[config.mk]
export PLATFORM = sky130hd
export DESIGN_NAME = decode_ctrl_pipe
export DESIGN_NICKNAME = d
export VERILOG_FILES = /design/src/rtl/decode_ctrl_pipe_pkg.sv /design/src/rtl/ctrl_decode_ext.sv /design/src/rtl/decode_ctrl_pipe.sv
export SDC_FILE = /design/constraint.sdc
export NUM_CORES = 1
export LEC_CHECK = 0
export CAP_MARGIN = 40
export CORE_ASPECT_RATIO = 1.5
export CORE_MARGIN = 1.5
export CORE_UTILIZATION = 47
export CTS_BUF_LIST = sky130_fd_sc_hd__clkbuf_2 sky130_fd_sc_hd__clkbuf_4 sky130_fd_sc_hd__clkbuf_8
export DETAILED_ROUTE_END_ITERATION = 12
export PLACE_DENSITY = 0.79
export SYNTH_ARGS = -nofsm -noshare
export SYNTH_HDL_FRONTEND = slang
export SYNTH_SLANG_ARGS = --single-unit
[constraint.sdc]
create_clock -name clk -period 2.2 [get_ports clk]
set_input_delay 0.55 -clock clk [delete_from_list [all_inputs] [get_ports clk]]
set_output_delay 0.55 -clock clk [all_outputs]
set_load 0.03 [all_outputs]
[src/rtl/decode_ctrl_pipe_pkg.sv]
// RV32I control-word types shared by the decode stage and its sub-decoder.
package rv32i_types;

    localparam int unsigned INSTR_W = 32;

    localparam logic [6:0] FUNCT7_BASE = 7'h00;
    localparam logic [6:0] FUNCT7_ALT  = 7'h20;
    localparam logic [6:0] FUNCT7_MEXT = 7'h01;

    localparam logic [2:0] F3_ADD  = 3'd0;
    localparam logic [2:0] F3_SLL  = 3'd1;
    localparam logic [2:0] F3_SLT  = 3'd2;
    localparam logic [2:0] F3_SLTU = 3'd3;
    localparam logic [2:0] F3_SR   = 3'd5;

    typedef enum logic [6:0] {
        op_lui   = 7'b0110111,
        op_auipc = 7'b0010111,
        op_jal   = 7'b1101111,
        op_jalr  = 7'b1100111,
        op_br    = 7'b1100011,
        op_load  = 7'b0000011,
        op_store = 7'b0100011,
        op_imm   = 7'b0010011,
        op_reg   = 7'b0110011
    } rv32i_opcode;

    typedef enum logic [2:0] {
        beq = 3'd0, bne = 3'd1, blt = 3'd4, bge = 3'd5, bltu = 3'd6, bgeu = 3'd7
    } branch_funct3_t;

    typedef enum logic [2:0] {
        alu_add, alu_sll, alu_sra, alu_sub, alu_xor, alu_srl, alu_or, alu_and
    } alu_ops;

    typedef enum logic [3:0] {
        rf_alu_out, rf_br_en, rf_u_imm, rf_lw, rf_pc_plus4, rf_lb, rf_lbu, rf_lh, rf_lhu
    } regfilemux_sel_t;

    typedef enum logic { alumux1_rs1, alumux1_pc } alumux1_sel_t;

    typedef enum logic [2:0] {
        alumux2_i_imm, alumux2_u_imm, alumux2_b_imm, alumux2_s_imm, alumux2_j_imm, alumux2_rs2
    } alumux2_sel_t;

    typedef enum logic { cmpmux_rs2, cmpmux_i_imm } cmpmux_sel_t;
    typedef enum logic { marmux_pc, marmux_alu } marmux_sel_t;

    typedef enum logic [2:0] {
        mul, mulh, mulhsu, mulhu, div, divu, rem, remu
    } muldiv_funct3_t;

    typedef struct packed {
        logic [6:0]      opcode;
        alu_ops          aluop;
        branch_funct3_t  cmpop;
        logic            load_regfile;
        regfilemux_sel_t regfilemux_sel;
        alumux1_sel_t    alumux1_sel;
        alumux2_sel_t    alumux2_sel;
        cmpmux_sel_t     cmpmux_sel;
        marmux_sel_t     marmux_sel;
        logic            mem_read;
        logic            mem_write;
        logic [2:0]      mem_funct3;
    } rv32_ctrl_t;

    typedef struct packed {
        rv32_ctrl_t      base;
        logic            muldiv_en;
        muldiv_funct3_t  muldiv_op;
        logic            illegal;
    } rv32_ctrl_ext_t;

endpackage

[src/rtl/ctrl_decode_ext.sv]
// Combinational RV32I(+M) decoder producing the extended control word.
module ctrl_decode_ext
    import rv32i_types::*;
#(
    parameter bit EN_MEXT = 1'b1
) (
    input  logic [INSTR_W-1:0] instr_i,
    output rv32_ctrl_ext_t     ctrl_o_c
);

    logic [6:0] opcode;
    logic [2:0] funct3;
    logic [6:0] funct7;
    logic       unused_c;

    assign opcode   = instr_i[6:0];
    assign funct3   = instr_i[14:12];
    assign funct7   = instr_i[31:25];
    assign unused_c = ^{instr_i[24:15], instr_i[11:7]};

    always_comb begin
        rv32_ctrl_ext_t c;
        logic           bad;
        c             = '0;
        bad           = 1'b0;
        c.base.opcode = opcode;
        case (opcode)
            op_lui: begin
                c.base.load_regfile   = 1'b1;
                c.base.regfilemux_sel = rf_u_imm;
            end
            op_auipc: begin
                c.base.load_regfile = 1'b1;
                c.base.alumux1_sel  = alumux1_pc;
                c.base.alumux2_sel  = alumux2_u_imm;
            end
            op_jal: begin
                c.base.load_regfile   = 1'b1;
                c.base.regfilemux_sel = rf_pc_plus4;
                c.base.alumux1_sel    = alumux1_pc;
                c.base.alumux2_sel    = alumux2_j_imm;
            end
            op_jalr: begin
                bad                   = (funct3 != 3'd0);
                c.base.load_regfile   = 1'b1;
                c.base.regfilemux_sel = rf_pc_plus4;
            end
            op_br: begin
                bad                = (funct3[2:1] == 2'b01);
                c.base.alumux1_sel = alumux1_pc;
                c.base.alumux2_sel = alumux2_b_imm;
                c.base.cmpop       = branch_funct3_t'(funct3);
            end
            op_load: begin
                c.base.load_regfile = 1'b1;
                c.base.mem_read     = 1'b1;
                c.base.marmux_sel   = marmux_alu;
                c.base.mem_funct3   = funct3;
                case (funct3)
                    3'd0:    c.base.regfilemux_sel = rf_lb;
                    3'd1:    c.base.regfilemux_sel = rf_lh;
                    3'd2:    c.base.regfilemux_sel = rf_lw;
                    3'd4:    c.base.regfilemux_sel = rf_lbu;
                    3'd5:    c.base.regfilemux_sel = rf_lhu;
                    default: bad = 1'b1;
                endcase
            end
            op_store: begin
                bad                = (funct3 > 3'd2);
                c.base.mem_write   = 1'b1;
                c.base.marmux_sel  = marmux_alu;
                c.base.alumux2_sel = alumux2_s_imm;
                c.base.mem_funct3  = funct3;
            end
            op_imm: begin
                c.base.load_regfile = 1'b1;
                case (funct3)
                    F3_SLT, F3_SLTU: begin
                        c.base.cmpop          = (funct3 == F3_SLT) ? blt : bltu;
                        c.base.cmpmux_sel     = cmpmux_i_imm;
                        c.base.regfilemux_sel = rf_br_en;
                    end
                    F3_SLL: begin
                        bad          = (funct7 != FUNCT7_BASE);
                        c.base.aluop = alu_sll;
                    end
                    F3_SR: begin
                        bad          = (funct7 != FUNCT7_BASE) && (funct7 != FUNCT7_ALT);
                        c.base.aluop = funct7[5] ? alu_sra : alu_srl;
                    end
                    default: c.base.aluop = alu_ops'(funct3);
                endcase
            end
            op_reg: begin
                c.base.load_regfile = 1'b1;
                c.base.alumux2_sel  = alumux2_rs2;
                // funct7=0x01 selects the M extension; otherwise only base/alt encodings exist
                if (funct7 == FUNCT7_MEXT) begin
                    bad         = !EN_MEXT;
                    c.muldiv_en = 1'b1;
                    c.muldiv_op = muldiv_funct3_t'(funct3);
                end else if ((funct7 != FUNCT7_BASE) && (funct7 != FUNCT7_ALT)) begin
                    bad = 1'b1;
                end else if ((funct7 == FUNCT7_ALT) && (funct3 != F3_ADD) && (funct3 != F3_SR)) begin
                    bad = 1'b1;
                end else begin
                    case (funct3)
                        F3_ADD: c.base.aluop = funct7[5] ? alu_sub : alu_add;
                        F3_SR:  c.base.aluop = funct7[5] ? alu_sra : alu_srl;
                        F3_SLT, F3_SLTU: begin
                            c.base.cmpop          = (funct3 == F3_SLT) ? blt : bltu;
                            c.base.regfilemux_sel = rf_br_en;
                        end
                        default: c.base.aluop = alu_ops'(funct3);
                    endcase
                end
            end
            default: bad = 1'b1;
        endcase
        if (bad) begin
            c             = '0;
            c.base.opcode = opcode;
            c.illegal     = 1'b1;
        end
        ctrl_o_c = c;
    end

endmodule

[src/rtl/decode_ctrl_pipe.sv]
// Registered decode stage: decoder feeding a head register plus one skid entry, with perf counters.
module decode_ctrl_pipe
    import rv32i_types::*;
#(
    parameter int unsigned XLEN    = 32,
    parameter bit          EN_MEXT = 1'b1,
    parameter int unsigned CNT_W   = 16
) (
    input  logic                 clk,
    input  logic                 rst,
    input  logic                 flush,
    input  logic                 in_valid,
    output logic                 in_ready,
    input  logic [INSTR_W-1:0]   in_instr,
    input  logic [XLEN-1:0]      in_pc,
    output logic                 out_valid,
    input  logic                 out_ready,
    output rv32_ctrl_ext_t       out_ctrl,
    output logic [XLEN-1:0]      out_pc,
    output logic [CNT_W-1:0]     issue_cnt,
    output logic [CNT_W-1:0]     illegal_cnt
);

    rv32_ctrl_ext_t   dec_ctrl_c;
    logic             accept_c, consume_c, head_free_c;

    logic             head_vld_q, head_vld_d, skid_vld_q, skid_vld_d, rdy_q, rdy_d;
    rv32_ctrl_ext_t   head_ctrl_q, head_ctrl_d, skid_ctrl_q, skid_ctrl_d;
    logic [XLEN-1:0]  head_pc_q, head_pc_d, skid_pc_q, skid_pc_d;
    logic [CNT_W-1:0] issue_q, issue_d, illegal_q, illegal_d;

    ctrl_decode_ext #(.EN_MEXT(EN_MEXT)) u_dec (
        .instr_i  (in_instr),
        .ctrl_o_c (dec_ctrl_c)
    );

    assign accept_c    = in_valid && rdy_q;
    assign consume_c   = head_vld_q && out_ready;
    assign head_free_c = !head_vld_q || out_ready;

    // Next-state for head/skid and counters
    always_comb begin
        head_vld_d  = head_vld_q;
        head_ctrl_d = head_ctrl_q;
        head_pc_d   = head_pc_q;
        skid_vld_d  = skid_vld_q;
        skid_ctrl_d = skid_ctrl_q;
        skid_pc_d   = skid_pc_q;
        issue_d     = issue_q;
        illegal_d   = illegal_q;

        if (consume_c) begin
            if (issue_q != '1) issue_d = issue_q + CNT_W'(1);
            if (head_ctrl_q.illegal && (illegal_q != '1)) illegal_d = illegal_q + CNT_W'(1);
        end

        if (flush) begin
            head_vld_d = 1'b0;
            skid_vld_d = 1'b0;
        end else if (skid_vld_q) begin
            // in_ready is low while skid holds an entry, so no accept competes here
            if (head_free_c) begin
                head_vld_d  = 1'b1;
                head_ctrl_d = skid_ctrl_q;
                head_pc_d   = skid_pc_q;
                skid_vld_d  = 1'b0;
            end
        end else if (accept_c) begin
            if (head_free_c) begin
                head_vld_d  = 1'b1;
                head_ctrl_d = dec_ctrl_c;
                head_pc_d   = in_pc;
            end else begin
                skid_vld_d  = 1'b1;
                skid_ctrl_d = dec_ctrl_c;
                skid_pc_d   = in_pc;
            end
        end else if (head_free_c) begin
            head_vld_d = 1'b0;
        end

        rdy_d = !skid_vld_d;
    end

    always_ff @(posedge clk) begin
        if (rst) begin
            head_vld_q  <= 1'b0;
            head_ctrl_q <= '0;
            head_pc_q   <= '0;
            skid_vld_q  <= 1'b0;
            skid_ctrl_q <= '0;
            skid_pc_q   <= '0;
            rdy_q       <= 1'b1;
            issue_q     <= '0;
            illegal_q   <= '0;
        end else begin
            head_vld_q  <= head_vld_d;
            head_ctrl_q <= head_ctrl_d;
            head_pc_q   <= head_pc_d;
            skid_vld_q  <= skid_vld_d;
            skid_ctrl_q <= skid_ctrl_d;
            skid_pc_q   <= skid_pc_d;
            rdy_q       <= rdy_d;
            issue_q     <= issue_d;
            illegal_q   <= illegal_d;
        end
    end

    assign in_ready    = rdy_q;
    assign out_valid   = head_vld_q;
    assign out_ctrl    = head_ctrl_q;
    assign out_pc      = head_pc_q;
    assign issue_cnt   = issue_q;
    assign illegal_cnt = illegal_q;

endmodule
Yosys cells after proc, flatten, opt, wreduce, memory -nomap -nowiden
Cells that the tools add are included.
- add/subtract/negate cells: 2
- order comparisons: 1
- equal/unequal tests: 21
- mux-type cells: 51
- bitwise logic cells: 3
- reduce and logical (&&, ||, !) cells: 26
- operators by type and width (kind ; count):
    $mux 34 ; 4
    $mux 32 ; 4
    $pmux 4 s5 ; 2
    $add 16x1->16 const B ; 2
    $ne 16x16->1 const B ; 2
    $eq 7x6->1 const B ; 4
    $mux 27 ; 1
    $pmux 3 s3 ; 3
    $eq 7x7->1 const B ; 3
    $mux 1 ; 20
    $mux 4 ; 5
    $mux 6 ; 3
    $pmux 3 s5 ; 1
    $eq 7x5->1 const B ; 2
    $mux 3 ; 3
    $reduce_or 2->1 ; 4
    $eq 7x1->1 const B ; 1
    $eq 7x2->1 const B ; 1
    $ne 7x6->1 const B ; 1
    $pmux 1 s7 ; 1
    $reduce_bool 7->1 ; 1
    $reduce_or 7->1 ; 1
    $eq 3x2->1 const B ; 2
    $eq 3x3->1 const B ; 2
    19 further kinds ; 31
- register bits after elaboration: 167
- output and inout bits: 100
- logic and storage cells: 141

Depth between registers and ports, before layout
- word-level depth: 11
- depth in mapped cells: 9
- gate-level depth less buffers: 7

Modules after synthesis
A second synthesis with hierarchy kept.
- cells, all modules: 905
- area total of the unflattened synthesis: 7616.1 um2
- by module, submodules not included (module ; times used ; cells each ; area each (um2) ; seq. area each (um2)):
    decode_ctrl_pipe ; 1 ; 784 ; 6855.3 ; 3343.2
    ctrl_decode_ext ; 1 ; 121 ; 760.7 ; 0.0

Least setup slack after synthesis
Ideal clock, no wire load.
- path kind: input port to flip-flop
- start point: input port in_instr[28]
- end point: register head_ctrl_q, in the netlist out_ctrl[21]
- setup time: 0.100 ns
- arrival time: 2.204 ns
- data required time: 2.100 ns
- slack: -0.103 ns
- stages on the path: 7
- path through: or4_4 > nor3_4 > a21oi_1 > nor4_2 > buf_4 > nand3_4 > a2111oi_4
- word-level cells in the longest chain between the ends: 11
- elaborated cells between the ends (all ways): 20
- classes of those cells: eq/ne: 3; mux: 13; reduce/logical: 4
- ends and longest elaborated chain (element ; line ; RTL):
    start, declared ; decode_ctrl_pipe.sv:14 ; input logic [INSTR_W-1:0] in_instr,
    $eq 7x6->1 ; ctrl_decode_ext.sv:104 ; end else if ((funct7 == FUNCT7_ALT) && (funct3 != F3_ADD) && (funct3 != F3_SR)) begin
    $logic_and 1x1->1 (2 in series) ; ctrl_decode_ext.sv:104 ;
    $mux 1 or $mux 6 (tied branches) ; ctrl_decode_ext.sv:104 ;
    $mux 1 or $mux 6 (tied branches) ; ctrl_decode_ext.sv:102 ; end else if ((funct7 != FUNCT7_BASE) && (funct7 != FUNCT7_ALT)) begin
    $mux 1 or $mux 6 (tied branches) ; ctrl_decode_ext.sv:98 ; if (funct7 == FUNCT7_MEXT) begin
    $pmux 1 s7 or $pmux 3 s3 (tied branches) ; ctrl_decode_ext.sv:27 ; case (opcode)
    $mux 27 (*) ; ctrl_decode_ext.sv:120 ; if (bad) begin
    $mux 34 (*) ; decode_ctrl_pipe.sv:69 ; if (head_free_c) begin
    $mux 34 (*) ; decode_ctrl_pipe.sv:68 ; end else if (accept_c) begin
    $mux 34 (*) ; decode_ctrl_pipe.sv:60 ; end else if (skid_vld_q) begin
    end signal, assigned ; decode_ctrl_pipe.sv:98 ; head_ctrl_q <= head_ctrl_d;
    end, declared ; decode_ctrl_pipe.sv:28 ; rv32_ctrl_ext_t head_ctrl_q, head_ctrl_d, skid_ctrl_q, skid_ctrl_d;
Every way passes the cells marked *; elsewhere a longest branch is shown, timed or not. The select of a mux whose other input is x is not followed.
A chain may end at the register's enable or synchronous reset.

Worst setup path in the final report
- start point: input port in_instr[4]
- end point: register head_ctrl_q, in the netlist out_ctrl[13]
- word-level cells in the longest chain between the ends: 7
- elaborated cells between the ends (all ways): 16
- classes of those cells: eq/ne: 9; mux: 6; reduce/logical: 1
- ends and longest elaborated chain (element ; line):
    $eq 7x6->1 (tied with other cells) ; ctrl_decode_ext.sv:27
    $reduce_or 3->1 (no source line) ; --
    $pmux 1 s7 ; ctrl_decode_ext.sv:27
    $mux 27 (*) ; ctrl_decode_ext.sv:120
    $mux 34 (*) ; decode_ctrl_pipe.sv:69
    $mux 34 (*) ; decode_ctrl_pipe.sv:68
    $mux 34 (*) ; decode_ctrl_pipe.sv:60
Marked as above.

==> out/summary.txt <==
CP most frequent cell: buf_6
crit path launch type: input port
H-tree lvl count: 4
WL/cell: 15.3 µm
CTS Buf Count: 17
Cell Rows: 56
Slew @ Worst Pin: 0.587 ns
Core Util, Final: 0.679
final setup TNS: 0 ns
Comb power frac: 0.141
drt drc: 0
# setup viols final: 0
Synth Flop Type: dfxtp_1
area leader, netlist: dfxtp_1
register bit total from synthesis: 167
# nets final: 1174
PwrDens: 620 mW/mm²
Clock Latency Late Sink: 0.46 ns
I/O Buffers: 153
share of layout cells above drive strength 1: 0.158
Worst slew margin: 0.609
max_cap viols: 0
Yosys warnings: 0
share of the synthesized area in the top cell type: 0.452
Detailed Place HPWL: 13600 µm
Die Ht: 157 µm
total power of the final layout: 6.55 mW
hold_ws: 0.454 ns
vias per cell: 5.45
Critical path buffers and inverters: 5
cell breakdown of the critical path: dlygate4sd2_1 > buf_6 > and2_1 > nor3b_2 > o21a_1 > nor4_4 > buf_6 > buf_12 > buf_4 > a221oi_1 > nor2_1
cell-internal power: 4.81 mW
Synth cell types: 56
P_sw: 1.74 mW
Mapped Area: 0.00740 mm²
Clk network pwr share: 0.379
largest net degree at the start of global routing: 82
leakage power: 4.00 nW
DP Area: 0.00984 mm²
GRT Util Overall: 0.243
Iteration-0 DRC Markers: 430
cts hold-fix bufs: 0
syn_nets: 963
First-pass DRT Iterations: 5
Setup crit end kind: register
kind of critical path: in2reg
die footprint: 0.0165 mm²
CTS sink count: 167
Final Max Tran Viols: 0
switching fraction of total power: 0.266
# IOs: 169
Tmin final: 2.14 ns
required time worst endpoint: 2.53 ns
Non-Filler Instances: 1319
WL final: 20100 µm
TritonCTS clock tree: done
largest cells by area after synthesis: dfxtp_1, nand2_1, mux2i_1
Hold Path Class: reg2reg
Max VDD drop: 0.000365 V
clock transition at the registers of the reported paths: 0.09 ns
Crit path max-delay family: buffers and inverters
final hold viol count: 0
first-pass GRT wire length: 32300 µm
asr flop ratio synth: 0
delay of the slowest critical-path stage: 0.33 ns
RSZ-0062 raised after global routing: no
register area share after synthesis: 0.452
design area: 0.0106 mm²
Final period util: 0.972
CTS max path bufs: 2
cells after synthesis: 892
initial antenna violation count: 0
f_max: 468 MHz
EDFF count, synth: 0
run status: complete, no violations
worst slack, placed: -0.577 ns
final worst slack: 0.0612 ns
total grt overflow: 0
area grow syn2layout: 42.6%
CP arrival: 2.47 ns
placed cells: 1274
maximum fanout along the worst path: 11
CP max stage cell: dlygate4sd2_1
Setup Skew: 0.0125 ns
Diodes inserted: 0
GP Congestion: 0.949
Reg power frac: 0.480
Initial Util: 0.476
syn avg cell area: 8.30 µm²
via count: 7193
core area: 0.0156 mm²
clk root buf: clkbuf_8
Die W: 105 µm
vias in the first global route: 6848
Final ANT Viol Nets: 0
## power by group through the flow
stage,sequential (mW),clock (mW),combinational [mW]
floorplan,3.35,0,0.310
global placement,3.21,0,0.875
detailed placement,3.22,0,0.887
CTS,3.14,2.55,0.909
global route,3.15,2.68,0.982
finish,3.14,2.48,0.921
## state kept, by name, summed over array words and instances (netlist names)
register / cells
skid_ctrl_q: 34
out_valid: 1
illegal_cnt: 16
out_pc: 32
skid_pc_q: 32
skid_vld_q: 1
out_ctrl: 34
in_ready: 1
issue_cnt: 16
## cell usage after synthesis (all sizes together) (2+ instances only)
cell type  number
and4            2
mux2i          43
and3           11
o211ai          2
a2111oi         3
nand2         139
nand3b          6
clkbuf         58
o31ai           2
a31oi           5
nor2          109
a211oi         50
inv             6
o311ai          2
a221oi          2
a21o            3
xor2           21
xnor2          10
nand3          39
and2            5
nor3b           4
nand4bb         2
nor4b           2
dfxtp         167
nor3           19
a22o            3
a311oi          2
nor2b           7
buf            16
o21ai          14
ha              2
a21oi          82
nand4b          2
nor4            9
nand4          24
nand2b          5
## cells in the final DEF, fill, tap and decap left out, types with 3 or more instances in the layout
cell type and count:
clkdlybuf4s50_1 118, mux2i_1 43, nand2b_1 5, inv_6 3, a31oi_1 5, nor2b_1 6, a21o_1 3, xor2_1 21
buf_6 5, a22o_1 3, nor2_1 109, dlygate4sd2_1 13, dfxtp_1 166, a2111oi_4 3, a211oi_1 49, buf_4 93
nand3b_1 6, buf_12 13, nor3b_1 3, nor3_1 18, nand4_1 24, inv_1 6, dlymetal6s2s_1 20, and2_1 4
clkbuf_8 17, nor4_1 8, xnor2_1 10, a21oi_1 79, nand3_1 36, nand2_1 139, a21oi_2 3, bufinv_16 4
o21ai_0 13, and3_1 9
## timing repair
item	CTS	global route
buffers inserted	6	4
pin swaps	8	8
gates cloned	2	1
endpoints found under the setup margin	28	53
resized for setup	25	33
## worst register-to-register path, stage by stage (launching register included)
cell and delay, ns:
dfxtp_1 0.45, and4_1 0.24, nand3_1 0.12, nor2_1 0.19, or4b_2 0.62, xor2_1 0.16, nor2_1 0.09
## cell families (layout without fill, tap and decap cells)
family | Yosys count | count (layout) | synth area share
buf+inv | 80 | 304 | 0.0434
flops | 167 | 167 | 0.452
fa+ha+maj | 2 | 2 | 0.00338
mux | 43 | 43 | 0.0581
xor+xnor | 31 | 31 | 0.0367
compound gates | 180 | 180 | 0.161
simple gates | 389 | 389 | 0.246
## area by class of cell
type                       instances  area (µm²)
clock inverter                    14         214
inverter                           6        22.5
timing repair buffer             266        2630
clock buffer                      18         241
sequential                       167        3350
multi-input combinational        645        3840
tap                              203         254
fill                            1256        5000
## per-layer routing
layer | track usage | routed length, µm
met5 | 0 | 0
met4 | 0.117 | 628
met3 | 0.0546 | 1040
met2 | 0.433 | 10300
met1 | 0.273 | 8170
## final timing paths
| kind | from | to | slack, ns | cells after the start |
|---|---|---|---|---|
| worst min register to register | skid_ctrl_q[10]$_SDFFE_PP0P_ | skid_ctrl_q[10]$_SDFFE_PP0P_ | 0.45 | 2 |
| worst max register to register | issue_cnt[6]$_SDFFE_PP0P_ | issue_cnt[12]$_SDFFE_PP0P_ | 0.27 | 6 |
| worst min-delay path | skid_ctrl_q[10]$_SDFFE_PP0P_ | skid_ctrl_q[10]$_SDFFE_PP0P_ | 0.45 | 2 |
| worst max-delay path | in_instr[4] | out_ctrl[13]$_SDFFE_PP0P_ | 0.06 | 11 |
No activity file was read; power rests on OpenSTA's default activity.
